## src/rtl/uart_rx_cmd_parser_if.sv

```systemverilog
// Byte stream from the UART receiver and the decoded-command / error outputs
// of the command-frame parser.
interface uart_rx_cmd_parser_if #(
    parameter int ADDR_WIDTH = 4
);
    logic [7:0]            rx_p_data;
    logic                  rx_d_vld;
    logic                  rx_par_err;
    logic                  rx_stp_err;
    logic                  cmd_valid;
    logic                  cmd_ready;
    logic [1:0]            cmd_type;
    logic [ADDR_WIDTH-1:0] cmd_addr;
    logic [7:0]            cmd_wdata;
    logic [7:0]            cmd_opa;
    logic [7:0]            cmd_opb;
    logic [3:0]            cmd_func;
    logic                  frame_err;
    logic [1:0]            err_code;

    modport master (
        output rx_p_data, rx_d_vld, rx_par_err, rx_stp_err, cmd_ready,
        input  cmd_valid, cmd_type, cmd_addr, cmd_wdata, cmd_opa, cmd_opb,
               cmd_func, frame_err, err_code
    );

    modport slave (
        input  rx_p_data, rx_d_vld, rx_par_err, rx_stp_err, cmd_ready,
        output cmd_valid, cmd_type, cmd_addr, cmd_wdata, cmd_opa, cmd_opb,
               cmd_func, frame_err, err_code
    );
endinterface

```

## src/rtl/uart_rx_cmd_parser.sv

```systemverilog
// Assembles UART bytes into write/read/ALU commands, hands them out over a
// valid/ready handshake and pulses frame_err on malformed or lost frames.
module uart_rx_cmd_parser #(
    parameter int ADDR_WIDTH     = 4,
    parameter int TIMEOUT_CYCLES = 20000
) (
    input  logic                 clk,
    input  logic                 rst,
    uart_rx_cmd_parser_if.slave  bus
);
    localparam int CNT_W = $clog2(TIMEOUT_CYCLES + 1);

    localparam logic [2:0] ST_IDLE      = 3'd0;
    localparam logic [2:0] ST_GET_ADDR  = 3'd1;
    localparam logic [2:0] ST_GET_WDATA = 3'd2;
    localparam logic [2:0] ST_GET_OPA   = 3'd3;
    localparam logic [2:0] ST_GET_OPB   = 3'd4;
    localparam logic [2:0] ST_GET_FUNC  = 3'd5;
    localparam logic [2:0] ST_OUT_HOLD  = 3'd6;

    localparam logic [7:0] HDR_WRITE  = 8'hAA;
    localparam logic [7:0] HDR_READ   = 8'hBB;
    localparam logic [7:0] HDR_ALU_OP = 8'hCC;
    localparam logic [7:0] HDR_ALU    = 8'hDD;

    localparam logic [1:0] TYPE_WRITE  = 2'd0;
    localparam logic [1:0] TYPE_READ   = 2'd1;
    localparam logic [1:0] TYPE_ALU_OP = 2'd2;
    localparam logic [1:0] TYPE_ALU    = 2'd3;

    localparam logic [1:0] ERR_UNKNOWN = 2'd0;
    localparam logic [1:0] ERR_BYTE    = 2'd1;
    localparam logic [1:0] ERR_TIMEOUT = 2'd2;
    localparam logic [1:0] ERR_OVERRUN = 2'd3;

    function automatic logic byte_bad(input logic par_err, input logic stp_err);
        return par_err | stp_err;
    endfunction

    logic [2:0]            state_r,     state_s;
    logic [CNT_W-1:0]      gap_cnt_r,   gap_cnt_s;
    logic                  cmd_valid_r, cmd_valid_s;
    logic [1:0]            cmd_type_r,  cmd_type_s;
    logic [ADDR_WIDTH-1:0] cmd_addr_r,  cmd_addr_s;
    logic [7:0]            cmd_wdata_r, cmd_wdata_s;
    logic [7:0]            cmd_opa_r,   cmd_opa_s;
    logic [7:0]            cmd_opb_r,   cmd_opb_s;
    logic [3:0]            cmd_func_r,  cmd_func_s;
    logic                  frame_err_r, frame_err_s;
    logic [1:0]            err_code_r,  err_code_s;
    logic                  take_byte_s;

    // Next-state, field capture and error decode for one received byte per cycle.
    always_comb begin
        state_s     = state_r;
        gap_cnt_s   = gap_cnt_r;
        cmd_valid_s = cmd_valid_r;
        cmd_type_s  = cmd_type_r;
        cmd_addr_s  = cmd_addr_r;
        cmd_wdata_s = cmd_wdata_r;
        cmd_opa_s   = cmd_opa_r;
        cmd_opb_s   = cmd_opb_r;
        cmd_func_s  = cmd_func_r;
        frame_err_s = 1'b0;
        err_code_s  = err_code_r;
        take_byte_s = 1'b0;

        case (state_r)
            ST_IDLE: begin
                take_byte_s = bus.rx_d_vld;
            end
            ST_OUT_HOLD: begin
                gap_cnt_s = {CNT_W{1'b0}};
                if (bus.cmd_ready) begin
                    cmd_valid_s = 1'b0;
                    state_s     = ST_IDLE;
                    take_byte_s = bus.rx_d_vld;
                end else if (bus.rx_d_vld) begin
                    frame_err_s = 1'b1;
                    err_code_s  = ERR_OVERRUN;
                end else begin
                    frame_err_s = 1'b0;
                end
            end
            default: begin
                // A byte landing on the expiry cycle takes precedence over the timeout.
                if (bus.rx_d_vld) begin
                    take_byte_s = 1'b1;
                end else if (gap_cnt_r == CNT_W'(TIMEOUT_CYCLES - 1)) begin
                    frame_err_s = 1'b1;
                    err_code_s  = ERR_TIMEOUT;
                    state_s     = ST_IDLE;
                    gap_cnt_s   = {CNT_W{1'b0}};
                end else begin
                    gap_cnt_s = gap_cnt_r + CNT_W'(1);
                end
            end
        endcase

        if (take_byte_s) begin
            gap_cnt_s = {CNT_W{1'b0}};
            if (byte_bad(bus.rx_par_err, bus.rx_stp_err)) begin
                frame_err_s = 1'b1;
                err_code_s  = ERR_BYTE;
                state_s     = ST_IDLE;
            end else begin
                case (state_r)
                    ST_IDLE, ST_OUT_HOLD: begin
                        cmd_addr_s  = {ADDR_WIDTH{1'b0}};
                        cmd_wdata_s = 8'h00;
                        cmd_opa_s   = 8'h00;
                        cmd_opb_s   = 8'h00;
                        cmd_func_s  = 4'h0;
                        case (bus.rx_p_data)
                            HDR_WRITE:  begin cmd_type_s = TYPE_WRITE;  state_s = ST_GET_ADDR; end
                            HDR_READ:   begin cmd_type_s = TYPE_READ;   state_s = ST_GET_ADDR; end
                            HDR_ALU_OP: begin cmd_type_s = TYPE_ALU_OP; state_s = ST_GET_OPA;  end
                            HDR_ALU:    begin cmd_type_s = TYPE_ALU;    state_s = ST_GET_FUNC; end
                            default: begin
                                frame_err_s = 1'b1;
                                err_code_s  = ERR_UNKNOWN;
                                state_s     = ST_IDLE;
                            end
                        endcase
                    end
                    ST_GET_ADDR: begin
                        cmd_addr_s = bus.rx_p_data[ADDR_WIDTH-1:0];
                        if (cmd_type_r == TYPE_WRITE) begin
                            state_s = ST_GET_WDATA;
                        end else begin
                            state_s     = ST_OUT_HOLD;
                            cmd_valid_s = 1'b1;
                        end
                    end
                    ST_GET_WDATA: begin
                        cmd_wdata_s = bus.rx_p_data;
                        state_s     = ST_OUT_HOLD;
                        cmd_valid_s = 1'b1;
                    end
                    ST_GET_OPA: begin
                        cmd_opa_s = bus.rx_p_data;
                        state_s   = ST_GET_OPB;
                    end
                    ST_GET_OPB: begin
                        cmd_opb_s = bus.rx_p_data;
                        state_s   = ST_GET_FUNC;
                    end
                    ST_GET_FUNC: begin
                        cmd_func_s  = bus.rx_p_data[3:0];
                        state_s     = ST_OUT_HOLD;
                        cmd_valid_s = 1'b1;
                    end
                    default: begin
                        state_s = ST_IDLE;
                    end
                endcase
            end
        end
    end

    // State and output registers; reset silently discards any partial or held frame.
    always_ff @(posedge clk) begin
        if (rst) begin
            state_r     <= ST_IDLE;
            gap_cnt_r   <= {CNT_W{1'b0}};
            cmd_valid_r <= 1'b0;
            cmd_type_r  <= 2'd0;
            cmd_addr_r  <= {ADDR_WIDTH{1'b0}};
            cmd_wdata_r <= 8'h00;
            cmd_opa_r   <= 8'h00;
            cmd_opb_r   <= 8'h00;
            cmd_func_r  <= 4'h0;
            frame_err_r <= 1'b0;
            err_code_r  <= 2'd0;
        end else begin
            state_r     <= state_s;
            gap_cnt_r   <= gap_cnt_s;
            cmd_valid_r <= cmd_valid_s;
            cmd_type_r  <= cmd_type_s;
            cmd_addr_r  <= cmd_addr_s;
            cmd_wdata_r <= cmd_wdata_s;
            cmd_opa_r   <= cmd_opa_s;
            cmd_opb_r   <= cmd_opb_s;
            cmd_func_r  <= cmd_func_s;
            frame_err_r <= frame_err_s;
            err_code_r  <= err_code_s;
        end
    end

    assign bus.cmd_valid = cmd_valid_r;
    assign bus.cmd_type  = cmd_type_r;
    assign bus.cmd_addr  = cmd_addr_r;
    assign bus.cmd_wdata = cmd_wdata_r;
    assign bus.cmd_opa   = cmd_opa_r;
    assign bus.cmd_opb   = cmd_opb_r;
    assign bus.cmd_func  = cmd_func_r;
    assign bus.frame_err = frame_err_r;
    assign bus.err_code  = err_code_r;
endmodule

```

## src/flat_wrapper.sv

```systemverilog
// flat-port wrapper written by rule: the top's interface ports become plain ports
module uart_rx_cmd_parser_flat 
#(
    parameter int ADDR_WIDTH     = 4,
    parameter int TIMEOUT_CYCLES = 20000
)
  (clk, rst, bus_rx_p_data, bus_rx_d_vld, bus_rx_par_err, bus_rx_stp_err, bus_cmd_ready, bus_cmd_valid, bus_cmd_type, bus_cmd_addr, bus_cmd_wdata, bus_cmd_opa, bus_cmd_opb, bus_cmd_func, bus_frame_err, bus_err_code);
  uart_rx_cmd_parser_if #(.ADDR_WIDTH(ADDR_WIDTH)) bus_i ();
  input  logic clk;
  input  logic rst;
  input wire logic [$bits(bus_i.rx_p_data)-1:0] bus_rx_p_data;
  input wire logic [$bits(bus_i.rx_d_vld)-1:0] bus_rx_d_vld;
  input wire logic [$bits(bus_i.rx_par_err)-1:0] bus_rx_par_err;
  input wire logic [$bits(bus_i.rx_stp_err)-1:0] bus_rx_stp_err;
  input wire logic [$bits(bus_i.cmd_ready)-1:0] bus_cmd_ready;
  output wire logic [$bits(bus_i.cmd_valid)-1:0] bus_cmd_valid;
  output wire logic [$bits(bus_i.cmd_type)-1:0] bus_cmd_type;
  output wire logic [$bits(bus_i.cmd_addr)-1:0] bus_cmd_addr;
  output wire logic [$bits(bus_i.cmd_wdata)-1:0] bus_cmd_wdata;
  output wire logic [$bits(bus_i.cmd_opa)-1:0] bus_cmd_opa;
  output wire logic [$bits(bus_i.cmd_opb)-1:0] bus_cmd_opb;
  output wire logic [$bits(bus_i.cmd_func)-1:0] bus_cmd_func;
  output wire logic [$bits(bus_i.frame_err)-1:0] bus_frame_err;
  output wire logic [$bits(bus_i.err_code)-1:0] bus_err_code;
  assign bus_i.rx_p_data = bus_rx_p_data;
  assign bus_i.rx_d_vld = bus_rx_d_vld;
  assign bus_i.rx_par_err = bus_rx_par_err;
  assign bus_i.rx_stp_err = bus_rx_stp_err;
  assign bus_i.cmd_ready = bus_cmd_ready;
  assign bus_cmd_valid = bus_i.cmd_valid;
  assign bus_cmd_type = bus_i.cmd_type;
  assign bus_cmd_addr = bus_i.cmd_addr;
  assign bus_cmd_wdata = bus_i.cmd_wdata;
  assign bus_cmd_opa = bus_i.cmd_opa;
  assign bus_cmd_opb = bus_i.cmd_opb;
  assign bus_cmd_func = bus_i.cmd_func;
  assign bus_frame_err = bus_i.frame_err;
  assign bus_err_code = bus_i.err_code;
  uart_rx_cmd_parser #(.ADDR_WIDTH(ADDR_WIDTH), .TIMEOUT_CYCLES(TIMEOUT_CYCLES)) u_core (.clk(clk), .rst(rst), .bus(bus_i));
endmodule
```

## config.mk

```make
export PLATFORM = sky130hd
export DESIGN_NAME = uart_rx_cmd_parser_flat
export DESIGN_NICKNAME = d
export VERILOG_FILES = /design/src/rtl/uart_rx_cmd_parser_if.sv /design/src/rtl/uart_rx_cmd_parser.sv /design/src/flat_wrapper.sv
export SDC_FILE = /design/constraint.sdc
export NUM_CORES = 1
export LEC_CHECK = 0
export ABC_AREA = 1
export CAP_MARGIN = 0
export CORE_MARGIN = 3
export CORE_UTILIZATION = 52
export CTS_CLUSTER_DIAMETER = 40
export DETAILED_ROUTE_END_ITERATION = 10
export PLACE_DENSITY_LB_ADDON = 0.25
export SYNTH_ARGS = -nofsm -noshare
export SYNTH_HDL_FRONTEND = slang
export SYNTH_SLANG_ARGS = --single-unit
```

## constraint.sdc

```tcl
create_clock -name clk -period 2.2 [get_ports clk]
set_clock_uncertainty 0.1 [all_clocks]
set_input_delay 0.44 -clock clk [delete_from_list [all_inputs] [get_ports clk]]
set_output_delay 0.44 -clock clk [all_outputs]
set_load 0.01 [all_outputs]
```

==> results by group, run 1 <==
STA
  – Final Hold Fails: 0
  – Period utilisation layout: 0.854
  – Final Max Tran Viols: 0
  – Slew headroom: 0.697
  – Achievable Freq: around 530 MHz
  – Unrepaired setup endpoints after global routing: no
  – Worst-Margin Slew: ~0.45 ns
  – Period minus WS final: 1.88 ns
  – Final setup viols: 0
  – Hold WS: ~0.37 ns
  – Setup_tns: 0 ns
  – Final worst setup slack: between 0.3 and 0.4 ns

Clocking
  – Resize count post-CTS: 0
  – CTS H-tree lvls: 2
  – CTS Buffer Depth: 2
  – Total CTS buffers: 5
  – TritonCTS Sinks: 56
  – TritonCTS clock tree: done
  – Hold_buf cts: 0
  – Clock-pin slew on the worst setup and hold paths: 0.10 ns
  – Post-CTS Setup Bufs: 0
  – CTS root buf: clkbuf_8
  – Worst skew pair latency: approximately 0.3 ns

Power
  – Maximum VDD drop: around 0.49 mV
  – P_sw: roughly 0.42 mW
  – Total power: around 1.7 mW
  – Leak: roughly 1.3 nW
  – Part of the power in registers: 0.585
  – Power per cell area: around 500 mW/mm^2
  – Int Pwr: approximately 1.3 mW
  – Clock power frac: 0.334
  – Comb power frac: 0.082
  – Switching Fraction: 0.239

Synthesis
  – Post-synthesis cell count: about 410
  – Synthesized area per cell: between 6 and 7 um^2
  – Syn nets: around 420
  – Synth top cells by count: 125 x nand2_1, 56 x dfxtp_1, 44 x a21oi_1
  – Yosys top cell area share: 0.412
  – Post-synth top flop: dfxtp_1
  – Top-count cell post-synth: nand2_1
  – Yosys reg bits: 56
  – Yosys cell types: 29
  – Post-synthesis cell area: roughly 0.0027 mm^2
  – Post-synth top area cell: dfxtp_1
  – Post-synth EDFFs: 0
  – Warnings, synthesis: 0
  – Top post-synthesis cells by area: dfxtp_1 41%, nand2_1 17%, a21oi_1 8.1%
  – Async SR Flop Fraction: 0
  – Sequential area share after synthesis: 0.412

GRT
  – Pin count of the biggest net entering global routing: 26
  – First-pass GRT wire length: 12600 um
  – Initial antenna violation count: 0
  – Total gr overflow: 0
  – All-Layer GR Usage: 0.252
  – Vias in the first global route: about 2.8k

Cells and area
  – Final core occ: 0.713
  – Share of cells above drive strength 1: 0.0888
  – Post-route cell area: 0.00348 mm^2
  – Area delta synth->final: 27.8%
  – Non-filler instance count after layout: 540
  – # diodes: 0
  – Layout net count: roughly 490

Floorplanning
  – Die H: a little under 80 um
  – Core Region: about 0.005 mm^2
  – Die area: just over 0.006 mm^2
  – Die X: 78.3 um
  – Initial core utilization: 0.557
  – Top Ports: 52
  – Site Rows: 25

Drt
  – Vias per inst: roughly 5.4
  – Pre-antenna DRT Iters: 4
  – DR WL/cell: roughly 13 um
  – Post-DRT Antenna Nets: 0
  – DRC Markers: 0
  – Detailed Route Iter0 Violations: about 190
  – Vias: between 2k and 3k
  – Total Routed Length: 7280 um

Min path
  – Hold Path Class: reg2reg

Critical path
  – WP data required: between 2 and 2.5 ns
  – CP endpoint kind: flop
  – Setup CP Type: reg2reg
  – CP Max Fanout: 10
  – Data arrival time of the critical path: roughly 2 ns
  – Critical Path Start Type: flop

Outcome
  – Outcome: complete, no violations

Placement
  – Port Buf Inserts: 51
  – Dpl ws: between 0.1 and 0.15 ns
  – Area after DPL: approximately 0.0034 mm^2
  – Post-DP HPWL: between 5000 and 6000 um
  – Inst Count DP: between 500 and 600
  – Final Wtd Congestion: roughly 0.92

Run
  – Max Cap Viol: 0
cell families after synthesis:
group           after synthesis  synth area share
buf+inv                      46            0.0681
compound gates               71             0.137
simple gates                232             0.375
xor+xnor                      1           0.00322
fa+ha+maj                     1           0.00460
flops                        56             0.412
final timing paths:
check	startpoint	to	slack, ns	depth (start not counted)
worst max register to register	u_core.state_r[1]$_SDFFE_PP0P_	u_core.gap_cnt_r[3]$_SDFFE_PP0P_	0.32	7
worst min register to register	u_core.bus.cmd_addr[1]$_SDFFE_PP0P_	u_core.bus.cmd_addr[1]$_SDFFE_PP0P_	0.37	2
worst min-delay path	u_core.bus.cmd_addr[1]$_SDFFE_PP0P_	u_core.bus.cmd_addr[1]$_SDFFE_PP0P_	0.37	2
worst max-delay path	u_core.state_r[1]$_SDFFE_PP0P_	u_core.gap_cnt_r[3]$_SDFFE_PP0P_	0.32	7
critical path, cell delays in order, from the launching register on:
cell,delay [ns]
dfxtp_1,0.46
nand3_2,0.22
nor2_1,0.23
nor2_2,0.09
buf_4,0.16
nor2_4,0.15
nand2_2,0.18
nor3b_1,0.21
layout make-up:
type                    count  area (um^2)
clock inverters             2         10.0
multi-input cells         305         1410
fillers                   452         1400
flip-flops and latches     56         1120
repair buffers             66          623
inverters                  38          143
well taps                  67         83.8
clock buffers               6         82.6
cells in the final DEF (no fill, tap or decap):
cell             count
a21boi_0             2
a21oi_1             44
a31oi_1              2
and3_1               1
buf_4               15
clkbuf_8             6
clkdlybuf4s50_1     51
clkinv_2             2
dfxtp_1             56
ha_1                 1
inv_1               34
inv_2                4
nand2_1            125
nand2_2              3
nand3_1             24
nand3_2              2
nand3b_1             2
nand4_1              7
nor2_1              43
nor2_2               5
nor2_4               4
nor3_1              12
nor3b_1              4
o211ai_1             1
o21ai_0             19
o21ai_1              1
o21ai_2              1
o21bai_1             1
xor2_1               1
sequential cells by signal, indices dropped and copies added (netlist names), 2 cells and up:
| name | count |
|---|---|
| u_core.gap_cnt_r | 15 |
| u_core.bus.cmd_opa | 8 |
| u_core.bus.cmd_opb | 8 |
| u_core.bus.cmd_wdata | 8 |
| u_core.bus.cmd_addr | 4 |
| u_core.bus.cmd_func | 4 |
| u_core.state_r | 3 |
| u_core.bus.cmd_type | 2 |
| u_core.bus.err_code | 2 |
power groups by stage:
| stage | Clock (mW) | Sequential, mW | Combinational [mW] |
|---|---|---|---|
| finish | 0.584 | 1.02 | 0.143 |
| global route | 0.627 | 1.02 | 0.157 |
| CTS | 0.587 | 1.02 | 0.141 |
| detailed placement | 0 | 1.05 | 0.140 |
| global placement | 0 | 1.05 | 0.139 |
| floorplan | 0 | 1.05 | 0.0593 |
per-layer routing:
metal / global-route usage / wire length [um] / vias to the layer above
li1: - / - / 1446
met5: 0 / 0 / -
met2: 0.384 / 3150 / 101
met3: 0.0585 / 458 / 8
met4: 0.0752 / 55 / 0
met1: 0.357 / 3610 / 1351
Power figures use the tool's default switching activity.
==> run 2, diff against run 1 <==
CORE_MARGIN = 2   (was 3)
CTS_BUF_LIST = sky130_fd_sc_hd__clkbuf_8 sky130_fd_sc_hd__clkbuf_16   (was not set)
GPL_ROUTABILITY_DRIVEN = 1   (was not set)
==> run 2 against run 1 <==
  * Via count is 3.1% lower
  * Clock-buffer cell count decreased by 1
  * Register-to-register slack is essentially flat
  * Highest routed layer unchanged
==> results by group, run 2 (synthesis results as in run 1) <==
Cells and area
  – Post-route cell area: 0.00348 mm^2 (about the same)
  – Commonest non-fill, non-tap cell in the layout: nand2_1 (unchanged)
  – Commonest non-fill, non-tap cells in the layout: 125 x nand2_1, 56 x dfxtp_1, 51 x clkdlybuf4s50_1, 44 x a21oi_1, 43 x nor2_1 (unchanged)
  – Max reg flops: 15 (unchanged)
  – Final core occ: 0.687 (was 0.713)
  – Layout net count: 489 (was 487)
  – # diodes: 0 (unchanged)
  – Top reg by flops: u_core.gap_cnt_r (unchanged)
  – # fillers: 443 (was 452)
  – Area delta synth->final: 28.1% (was 27.8%)
  – Share of cells above drive strength 1: 0.0907 (was 0.0888)

STA
  – Final Hold Fails: 0 (unchanged)
  – Worst-Margin Slew: 0.427 ns (was 0.449 ns)
  – Unrepaired setup endpoints after global routing: no (unchanged)
  – Hold WS: 0.367 ns (was 0.370 ns)
  – Final worst setup slack: 0.310 ns (was 0.322 ns)
  – Final setup viols: 0 (unchanged)
  – Final Max Tran Viols: 0 (unchanged)
  – Achievable Freq: 529 MHz (was 532 MHz)
  – Setup_tns: 0 ns (unchanged)
  – Slew headroom: 0.713 (was 0.697)
  – Period minus WS final: 1.89 ns (was 1.88 ns)
  – Period utilisation layout: 0.859 (was 0.854)

Critical path
  – Top delay family on crit path: simple AND/OR/NAND/NOR gates (unchanged)
  – Data arrival time of the critical path: 2.03 ns (was 2.01 ns)
  – Critical Path Start Type: flop (unchanged)
  – Buffer and inverter count on the worst path: 1 (unchanged)
  – WP data required: 2.34 ns (was 2.33 ns)
  – CP endpoint kind: flop (unchanged)
  – Reg-to-reg slack, setup: 0.31 ns (was 0.32 ns)
  – Slowest-stage cell, CP: dfxtp_1 (unchanged)
  – CP Max Fanout: 10 (unchanged)
  – Setup CP Type: reg2reg (unchanged)
  – Crit path largest cell delay: 0.46 ns (about the same)
  – Crit path cell chain: nand3_2 > nor2_1 > nor2_2 > buf_4 > nor2_4 > nand2_2 > nor3b_1 (unchanged)

Drt
  – DR WL/cell: 13.5 um (about the same)
  – Total Routed Length: 7340 um (was 7280 um)
  – Post-DRT Antenna Nets: 0 (unchanged)
  – DRC Markers: 0 (unchanged)
  – Detailed Route Iter0 Violations: 140 (was 186)
  – Vias per inst: 5.17 (was 5.38)
  – Pre-antenna DRT Iters: 4 (unchanged)
  – Vias: 2815 (was 2906)

Power
  – Leak: 1.28 nW (about the same)
  – Maximum VDD drop: 0.358 mV (was 0.491 mV)
  – Power per cell area: 493 mW/mm^2 (was 503 mW/mm^2)

Clocking
  – CTS Buffer Depth: 2 (unchanged)
  – Resize count post-CTS: 0 (unchanged)
  – Total CTS buffers: 5 (unchanged)
  – Worst skew pair latency: 0.31 ns (was 0.30 ns)
  – CTS root buf: clkbuf_8 (unchanged)
  – CTS H-tree lvls: 2 (unchanged)
  – Post-CTS Setup Bufs: 0 (unchanged)
  – Hold_buf cts: 0 (unchanged)
  – TritonCTS Sinks: 56 (unchanged)
  – Clock-pin slew on the worst setup and hold paths: 0.10 ns (about the same)
  – TritonCTS clock tree: done (unchanged)

GRT
  – First-pass GRT wire length: 12100 um (was 12600 um)
  – Initial antenna violation count: 0 (unchanged)
  – All-Layer GR Usage: 0.252 (about the same)
  – Pin count of the biggest net entering global routing: 31 (was 26)
  – Total gr overflow: 0 (unchanged)
  – Vias in the first global route: 2668 (was 2760)

Floorplanning
  – Die area: 0.00583 mm^2 (was 0.00613 mm^2)
  – Initial core utilization: 0.536 (was 0.557)
  – Die H: 76.3 um (was 78.3 um)
  – Top Ports: 52 (unchanged)
  – Die X: 76.3 um (was 78.3 um)
  – Site Rows: 26 (was 25)
  – Core Region: 0.00507 mm^2 (was 0.00488 mm^2)

Placement
  – Port Buf Inserts: 51 (unchanged)
  – Dpl ws: 0.0561 ns (was 0.114 ns)
  – Area after DPL: 0.00340 mm^2 (was 0.00338 mm^2)
  – Final Wtd Congestion: 0.989 (was 0.918)
  – Post-DP HPWL: 5490 um (was 5460 um)

Outcome
  – Outcome: complete, no violations (unchanged)

Run
  – Max Cap Viol: 0 (unchanged)

Min path
  – Hold Path Class: reg2reg (unchanged)
## run 2: routing by layer
metal  vias to the layer above  GRT usage  wire (um)
met2                        85      0.453       3670
met1                      1263      0.307       3200
met4                         0      0.104        136
met3                        13     0.0273        335
li1                       1454          -          -
met5                         -          0          0
## run 2: worst register-to-register path, cell delays in order, from the launching register on
cell,delay [ns]
dfxtp_1,0.46
nand3_2,0.23
nor2_1,0.23
nor2_2,0.09
buf_4,0.16
nor2_4,0.15
nand2_2,0.19
nor3b_1,0.21
## run 2: final cells by class
class,count,area (um^2),area share
well taps,70,87.6,0.0251
clock buffers,5,68.8,0.0197
clock inverters,2,12.5,0.00359
repair buffers,68,638,0.183
inverters,38,143,0.0409
multi-input cells,305,1410,0.406
flip-flops and latches,56,1120,0.322
## run 2: where the power goes
part	switching [mW]	internal, mW	leakage (nW)
clock	0.334	0.217	0.0400
sequential	0.00382	1.02	0.452
combinational	0.0825	0.0613	0.787
## run 2: worst paths after layout
kind | end | startpoint | cells after the start
worst max-delay path | u_core.gap_cnt_r[10]$_SDFFE_PP0P_ | u_core.state_r[1]$_SDFFE_PP0P_ | 7
worst min-delay path | u_core.bus.cmd_opa[6]$_SDFFE_PP0P_ | u_core.bus.cmd_opa[6]$_SDFFE_PP0P_ | 2
worst max register to register | u_core.gap_cnt_r[10]$_SDFFE_PP0P_ | u_core.state_r[1]$_SDFFE_PP0P_ | 7
worst min register to register | u_core.bus.cmd_opa[6]$_SDFFE_PP0P_ | u_core.bus.cmd_opa[6]$_SDFFE_PP0P_ | 2
## run 2: through the flow
| stage | power, mW | cells |
|---|---|---|
| 2_1_floorplan | 1.11 | 407 |
| 3_3_place_gp | 1.19 | 537 |
| 3_5_place_dp | 1.19 | 537 |
| 4_1_cts | 1.73 | 544 |
| 5_1_grt | 1.77 | 544 |
| 6_report | 1.72 | 544 |
==> run 3, diff against run 2 <==
SLEW_MARGIN = 20   (was not set)
==> results of run 3 <==
The final DEF is identical to that of run 2; final timing and power are the same.
